**src/rtl/divisor_seq_nbits.sv**
```systemverilog
// Sequential restoring divider: one quotient bit per clock, MSB first, WIDTH-cycle RUN.
// Define DIVISOR_SIGNED_EN for two's-complement operands (truncating division); default is unsigned.
module divisor_seq_nbits #(
    parameter int WIDTH = 8
) (
    input  logic             clk,
    input  logic             rst,
    input  logic             start,
    input  logic [WIDTH-1:0] A,
    input  logic [WIDTH-1:0] B,
    output logic             busy,
    output logic             done,
    output logic [WIDTH-1:0] Q,
    output logic [WIDTH-1:0] R,
    output logic             ERR
);
    localparam int CW = $clog2(WIDTH + 1);

    localparam logic [1:0] IDLE = 2'd0;
    localparam logic [1:0] RUN  = 2'd1;
    localparam logic [1:0] DONE = 2'd2;

    logic [1:0]       r_state;
    logic [WIDTH-1:0] r_dvd;
    logic [WIDTH-1:0] r_dvs;
    logic [WIDTH-1:0] r_rem;
    logic [CW-1:0]    r_cnt;

    logic [WIDTH:0]   w_shift;
    logic [WIDTH:0]   w_diff;
    logic             w_borrow;
    logic [WIDTH-1:0] w_rem_nxt;
    logic [WIDTH-1:0] w_quo_nxt;
    logic [WIDTH-1:0] w_a_mag;
    logic [WIDTH-1:0] w_b_mag;
    logic [WIDTH-1:0] w_q_fin;
    logic [WIDTH-1:0] w_r_fin;

    // r_dvd doubles as the quotient register: dividend bits shift out the top, quotient bits in at the bottom
    assign w_shift   = {r_rem, r_dvd[WIDTH-1]};
    assign w_diff    = w_shift - {1'b0, r_dvs};
    assign w_borrow  = w_diff[WIDTH];
    assign w_rem_nxt = w_borrow ? w_shift[WIDTH-1:0] : w_diff[WIDTH-1:0];
    assign w_quo_nxt = {r_dvd[WIDTH-2:0], ~w_borrow};

`ifdef DIVISOR_SIGNED_EN
    logic r_neg_q;
    logic r_neg_r;

    assign w_a_mag = A[WIDTH-1] ? ('0 - A) : A;
    assign w_b_mag = B[WIDTH-1] ? ('0 - B) : B;
    assign w_q_fin = r_neg_q ? ('0 - w_quo_nxt) : w_quo_nxt;
    assign w_r_fin = r_neg_r ? ('0 - w_rem_nxt) : w_rem_nxt;

    always_ff @(posedge clk) begin
        if (rst) begin
            r_neg_q <= 1'b0;
            r_neg_r <= 1'b0;
        end else if (start && (r_state == IDLE || r_state == DONE)) begin
            r_neg_q <= A[WIDTH-1] ^ B[WIDTH-1];
            r_neg_r <= A[WIDTH-1];
        end
    end
`else
    assign w_a_mag = A;
    assign w_b_mag = B;
    assign w_q_fin = w_quo_nxt;
    assign w_r_fin = w_rem_nxt;
`endif

    always_ff @(posedge clk) begin
        if (rst) begin
            r_state <= IDLE;
            r_dvd   <= '0;
            r_dvs   <= '0;
            r_rem   <= '0;
            r_cnt   <= '0;
            Q       <= '0;
            R       <= '0;
            ERR     <= 1'b0;
        end else begin
            case (r_state)
                IDLE, DONE: begin
                    if (start) begin
                        if (B == '0) begin
                            r_state <= DONE;
                            Q       <= '1;
                            R       <= A;
                            ERR     <= 1'b1;
                        end else begin
                            r_state <= RUN;
                            r_dvd   <= w_a_mag;
                            r_dvs   <= w_b_mag;
                            r_rem   <= '0;
                            r_cnt   <= CW'(WIDTH);
                        end
                    end else begin
                        r_state <= IDLE;
                    end
                end
                RUN: begin
                    r_rem <= w_rem_nxt;
                    r_dvd <= w_quo_nxt;
                    r_cnt <= r_cnt - CW'(1);
                    if (r_cnt == CW'(1)) begin
                        r_state <= DONE;
                        Q       <= w_q_fin;
                        R       <= w_r_fin;
                        ERR     <= 1'b0;
                    end
                end
                default: r_state <= IDLE;
            endcase
        end
    end

    assign busy = (r_state == RUN);
    assign done = (r_state == DONE);

endmodule

```
**config.mk**
```make
export PLATFORM = sky130hd
export DESIGN_NAME = divisor_seq_nbits
export DESIGN_NICKNAME = d
export VERILOG_FILES = /design/src/rtl/divisor_seq_nbits.sv
export SDC_FILE = /design/constraint.sdc
export NUM_CORES = 1
export LEC_CHECK = 0
export ABC_CLOCK_PERIOD_IN_PS = 3200
export BUFFER_PORTS_ARGS = -buffer_cell sky130_fd_sc_hd__buf_2
export CAP_MARGIN = 20
export CORE_ASPECT_RATIO = 0.6
export CORE_MARGIN = 1.5
export CORE_UTILIZATION = 29
export CTS_CLUSTER_SIZE = 8
export DETAILED_ROUTE_END_ITERATION = 10
export PLACE_DENSITY = 0.5
export REMOVE_ABC_BUFFERS = 1
export SYNTH_ARGS = -nofsm -noshare
export SYNTH_HDL_FRONTEND = slang
export SYNTH_SLANG_ARGS = --single-unit
```
**constraint.sdc**
```tcl
create_clock -name clk -period 3.2 [get_ports clk]
set_input_delay 0.64 -clock clk [delete_from_list [all_inputs] [get_ports clk]]
set_output_delay 0.64 -clock clk [all_outputs]
set_load 0.01 [all_outputs]
```
[Word level (Yosys, flattened, before mapping)]
Index checks and enable logic that the tools add are counted.
W data, S select, Z words.
Storage, ports and cells
  register bits after elaboration: 47
  latch bits: 0
  memory bits (writable): 0
  memory bits (read-only): 0
  input port bits: 19
  output and inout bits: 19
  logic and storage cells: 52
  memories kept: 0
Cells by class
  $add $sub $neg: 2
  multipliers: 0
  div/mod/pow operators: 0
  order comparisons: 0
  equal/unequal tests: 7
  shift-type cells: 0
  mux-type cells: 26
  bitwise operators: 2
  reductions and logical operators: 7
Operator list (count)
  $mux W8: 11
  $pmux W8 S2: 4
  $sub A9 B8 Y9: 1
  $logic_not A8 Y1: 1
  $mux W4: 2
  $pmux W4 S2: 1
  $mux W2: 3
  $ne A2 B2 Y1 const B: 3
  $reduce_and A3 Y1: 2
  $eq A4 B1 Y1 const B: 1
  $pmux W2 S2: 1
  $reduce_and A4 Y1: 1
  $sub A4 B1 Y4 const B: 1
  $mux W1: 3
  $eq A2 B1 Y1 const B: 1
  $eq A2 B2 Y1 const B: 1
  $logic_not A2 Y1: 1
  $ne A2 B1 Y1 const B: 1
  $not A1 Y1: 2
  $pmux W1 S2: 1
  $reduce_bool A2 Y1: 1
  $reduce_or A2 Y1: 1

[Longest topological paths before layout]
  depth in word-level cells: 4
  gate-level depth with buffers: 11
  mapped depth without buffers: 10

[Worst setup path after synthesis]
Ideal clock, no wire load.
  kind: register to register
  start: reg r_dvd[7]
  end: reg R[0]
  library setup time: 88 ps
  arrival time: 2281 ps
  required time: 3112 ps
  setup slack: 831 ps
  stages on the path, launching flop included: 11
  path buffers: 0
  cell sequence: dfxtp_1 > inv_1 > ha_1 > inv_1 > fa_1 > a211oi_2 > nor3_2 > mux2_4 > and2_4 > or3_4 > a311oi_2
On the way
  word-level cells in the longest chain between the ends: 4
RTL lines
  from (decl): line 24  | logic [WIDTH-1:0] r_dvd;
  from (signal assigned): line 92  | r_dvd <= w_a_mag;
  from (signal assigned): line 103  | r_dvd <= w_quo_nxt;
  $sub A9 B8 Y9: line 41  | assign w_diff = w_shift - {1'b0, r_dvs};
  $mux W8 *: line 43  | assign w_rem_nxt = w_borrow ? w_shift[WIDTH-1:0] : w_diff[WIDTH-1:0];
  $mux W8 *: line 105  | if (r_cnt == CW'(1)) begin
  $pmux W8 S2 *: line 82  | case (r_state)
  to (signal assigned): line 108  | R <= w_r_fin;
  to (decl): line 14  | output logic [WIDTH-1:0] R,
Mark *: on every way between the ends. The rest lies on a longest branch, timed or not. The select of a mux whose other input is x is not followed.
A chain may end at the register's enable or synchronous reset.

[Worst setup path in the final report]
Same ends and word-level chain as after synthesis.

==> flow_results.org <==
** Timing
- Based on the critical path, the design can be clocked at up to 388 MHz.
- Slew Limit Fails :: 0
- The final number of hold-violating endpoints was 0.
- Across the routed clock network, the largest skew measured is 3.09 ps.
- Worst slew slack as a fraction of its limit :: around 37%
- The final critical path takes up between 80% and 90% of the cycle.
- Final hold analysis gives a worst-case slack of 467 ps.
- Tmin final :: 2580 ps
- Setup repair after global routing left no endpoint under its margin.
- Slew of the pin with the lowest slew margin :: 949 ps
- In the final timing run, aggregate negative setup slack is 0 ps.
- Setup violations remaining at the end of the flow were counted as 0.

** Yosys
- Unique cell type count in the Yosys netlist :: 49
- Most area-consuming cells after synthesis :: sky130_fd_sc_hd__dfxtp_1 (38%), sky130_fd_sc_hd__nor2_1 (8.9%), sky130_fd_sc_hd__a21oi_1 (5.7%)
- Fraction of synthesized cell area taken by the top area cell type :: a little under two fifths
- The Yosys step of the flow raised 0 warnings.
- The synthesized netlist devotes 18.3% of its cell area to compound gates.
- Async S/R FF share, synth :: 0%
- Portion of the post-synthesis area used by sequential elements :: about two fifths
- Count of flip-flops with a built-in enable after synthesis :: 0
- Among all cell types in the netlist, the one instantiated most often is sky130_fd_sc_hd__nor2_1.
- By area, the combinational part of the netlist is dominated by simple AND/OR/NAND/NOR gates.
- After Yosys synthesis, and, or, nand and nor cells account for 27.2% of the synthesized area.
- Averaged over all synthesized cells, the footprint is 7.94 um^2.
- Yosys top cell by area :: sky130_fd_sc_hd__dfxtp_1
- Most common flop cell mapped by yosys :: sky130_fd_sc_hd__dfxtp_1
- Instance count of the mapped netlist :: 309
- Multiplexer area fraction after synthesis :: roughly 2.7%
- Summing the areas of all xor and xnor instances in the mapped netlist gives 2.14% of the synthesized area.
- The commonest cells after synthesis are sky130_fd_sc_hd__nor2_1 (58), sky130_fd_sc_hd__dfxtp_1 (47), sky130_fd_sc_hd__a21oi_1 (28), sky130_fd_sc_hd__nand2_1 (28), sky130_fd_sc_hd__nor3_1 (14).
- Post-synthesis instance area :: ~2500 um^2
- #FFs+latches synth :: 47
- Adder and majority gate portion of the synthesized area :: 5.92%

** GRT
- After global routing the overflow that remains totals 0.
- Entering global routing, the biggest net connects 54 pins.
- The first global-routing pass estimated 10200 um of wire.
- Global-route usage over all layers :: 14.7%
- The via count of the first global-routing pass was 1996.
- The initial antenna violation count is 0.

** Cells and area
- At the end of the flow the core is filled with cells to 35.7%.
- Filler cells :: around 850
- After routing the design area is 2870 um^2.
- The post-route netlist has 18.2% of its cells at a drive strength greater than 1.
- Layout Area Growth over Synthesis :: 17.1%
- Nets :: 369
- 0 antenna diodes ended up in the layout.

** Critical path
- The worst setup path is of the flip-flop to flip-flop kind.
- Slowest cell on the critical path :: sky130_fd_sc_hd__fa_1
- Nature of the critical path startpoint :: flip-flop
- Of all nets on the critical path, the largest fanout is 14.
- The cell that appears most often on the critical path is sky130_fd_sc_hd__inv_1.
- Maximum single-stage delay on the critical path :: 430 ps
- For the worst setup path, the data arrival time is ~2800 ps.
- Cell Chain, Critical Path :: inv_1 -> ha_1 -> inv_1 -> fa_1 -> a211oi_2 -> nor3_2 -> mux2_4 -> and2_4 -> or3_4 -> a311oi_2
- The worst setup path is captured at a flip-flop.
- STA puts the critical path data required time at between 3000 and 4000 ps.

** Route
- Number of iterations in the first detailed-routing pass :: 4
- Total vias in the final route :: 2201
- After the first detailed-routing iteration, the DRC count stood at between 100 and 150.
- Using the TritonRoute via totals, the vias-per-cell ratio works out to 4.91.
- Total Routed Length :: about 6400 um
- Remaining DRCs :: 0
- After detailed routing, the average wire length per cell comes to 14.3 um.
- Number of antenna-violating nets in the routed design :: 0

** Die
- Die height :: 74.2 um
- The core region is 8040 um^2.
- The initialized floorplan defines 25 standard-cell rows.
- Die X :: 122 um
- The die covers 9040 um^2.
- The initial utilization of the core area, before any placement, comes to 30.5%.
- Io pins :: 38

** CTS
- In this run, CTS created clock tree buffers numbering 5.
- The clock net in this run drives a total of 47 sinks.
- After clock tree synthesis, the clock-pin slew on the worst setup and hold paths is 60 ps.
- CTS HTree Levels :: 2
- Clock insertion delay at the later pin of the skew report :: about 280 ps
- The root buffer cell chosen for the clock tree is sky130_fd_sc_hd__clkbuf_16.
- CTS Buffer Depth :: 2
- Clock tree from TritonCTS :: built
- Gates resized during post-CTS repair numbered 0.
- Number of buffers added to fix hold violations after cts :: 0
- Post-CTS timing repair inserted 0 buffers for setup.

** Placed design
- Input and output buffers added on the ports amount to 37.
- At the end of routability-driven placement, the weighted congestion stood at about 0.9.
- Area after DPL :: approximately 2700 um^2
- Detailed placement ended at an HPWL of roughly 4700 um.

** Flow run
- Reported max-cap violation count :: 0

** Power
- Leakage Power :: 1.16 nW
- The design draws 1.61 mW.
- VDD sags by at most 0.000200 V.
- Power per standard cell area :: 561 nW/um^2

** Hold path
- The worst hold path belongs to the class flip-flop to flip-flop.

** Outcome
- The run finished with clean final reports.
## area by class of cell
class	instances	area [um^2]	area share, %
multi-input cells	230	1380	48.2
repair buffers	42	223	7.76
flip-flops and latches	47	941	32.8
inverters	13	48.8	1.70
clock buffers	5	125	4.36
clock inverters	3	15.0	0.523
well taps	108	135	4.71
## sequential cells by signal (all words and copies together), names as in the netlist
| register | flops |
|---|---|
| Q | 8 |
| ERR | 1 |
| r_dvd | 8 |
| r_state | 2 |
| r_dvs | 8 |
| r_rem | 8 |
| r_cnt | 4 |
| R | 8 |
## per-layer routing
layer  vias to the layer above  part of all wire, %  GRT usage (%)
li1                       1145                    -              -
met1                      1009                   55           22.6
met2                        47                   39           19.9
met3                         0                  6.0           4.83
met4                         0                    0           2.09
met5                         -                    0              0
## final timing paths
| check | from | end | slack [ps] | cells past startpoint |
|---|---|---|---|---|
| worst max-delay path | r_dvd[7] | R[0] | 620 | 10 |
| worst min-delay path | r_dvs[0] | r_dvs[0] | 470 | 2 |
| worst max register to register | r_dvd[7] | R[0] | 620 | 10 |
| worst min register to register | r_dvs[0] | r_dvs[0] | 470 | 2 |
## cell families after synthesis
| group | count (synthesis) |
|---|---|
| AOI/OAI and AO/OA | 67 |
| xor gates and xnor gates | 6 |
| adders and majority gates | 11 |
| buffers and inverters | 32 |
| DFF | 47 |
| muxes | 6 |
| and+or+nand+nor | 140 |
## power by group
group          switching (mW)  internal (mW)  leakage (nW)  total, mW
logic                   0.266          0.186         0.706      0.452
clock network           0.214          0.285        0.0733      0.500
registers              0.0327          0.626         0.384      0.659
## critical path, delay by kind of cell (launching register included)
family,cells,cell delay (ps)
buf+inv,2,120
fa+ha+maj,2,580
simple gates,3,650
flops,1,310
mux,1,330
compound gates,2,490
## stage by stage
step,instances,setup slack [ps]
floorplan,290,684
global placement,440,655
detailed placement,440,620
CTS,448,631
global route,448,501
finish,448,621
## cells in the final DEF (no fill, tap or decap), types with 2 or more instances in the layout
| master | n |
|---|---|
| sky130_fd_sc_hd__a211oi_1 | 4 |
| sky130_fd_sc_hd__a21oi_1 | 28 |
| sky130_fd_sc_hd__a311oi_1 | 9 |
| sky130_fd_sc_hd__a31oi_1 | 3 |
| sky130_fd_sc_hd__buf_2 | 37 |
| sky130_fd_sc_hd__buf_4 | 5 |
| sky130_fd_sc_hd__clkbuf_16 | 5 |
| sky130_fd_sc_hd__clkinv_2 | 3 |
| sky130_fd_sc_hd__dfxtp_1 | 47 |
| sky130_fd_sc_hd__ha_1 | 10 |
| sky130_fd_sc_hd__inv_1 | 12 |
| sky130_fd_sc_hd__mux2i_1 | 4 |
| sky130_fd_sc_hd__nand2_1 | 28 |
| sky130_fd_sc_hd__nand2b_1 | 5 |
| sky130_fd_sc_hd__nand3_1 | 6 |
| sky130_fd_sc_hd__nand3b_1 | 5 |
| sky130_fd_sc_hd__nand4b_1 | 3 |
| sky130_fd_sc_hd__nor2_1 | 58 |
| sky130_fd_sc_hd__nor2b_1 | 4 |
| sky130_fd_sc_hd__nor3_1 | 14 |
| sky130_fd_sc_hd__nor3_2 | 2 |
| sky130_fd_sc_hd__nor3b_1 | 3 |
| sky130_fd_sc_hd__nor4_1 | 3 |
| sky130_fd_sc_hd__o21ai_0 | 4 |
| sky130_fd_sc_hd__o31ai_1 | 6 |
| sky130_fd_sc_hd__o41ai_1 | 2 |
| sky130_fd_sc_hd__or3_1 | 4 |
| sky130_fd_sc_hd__xnor2_1 | 5 |
(Power assumes the default switching activity.)
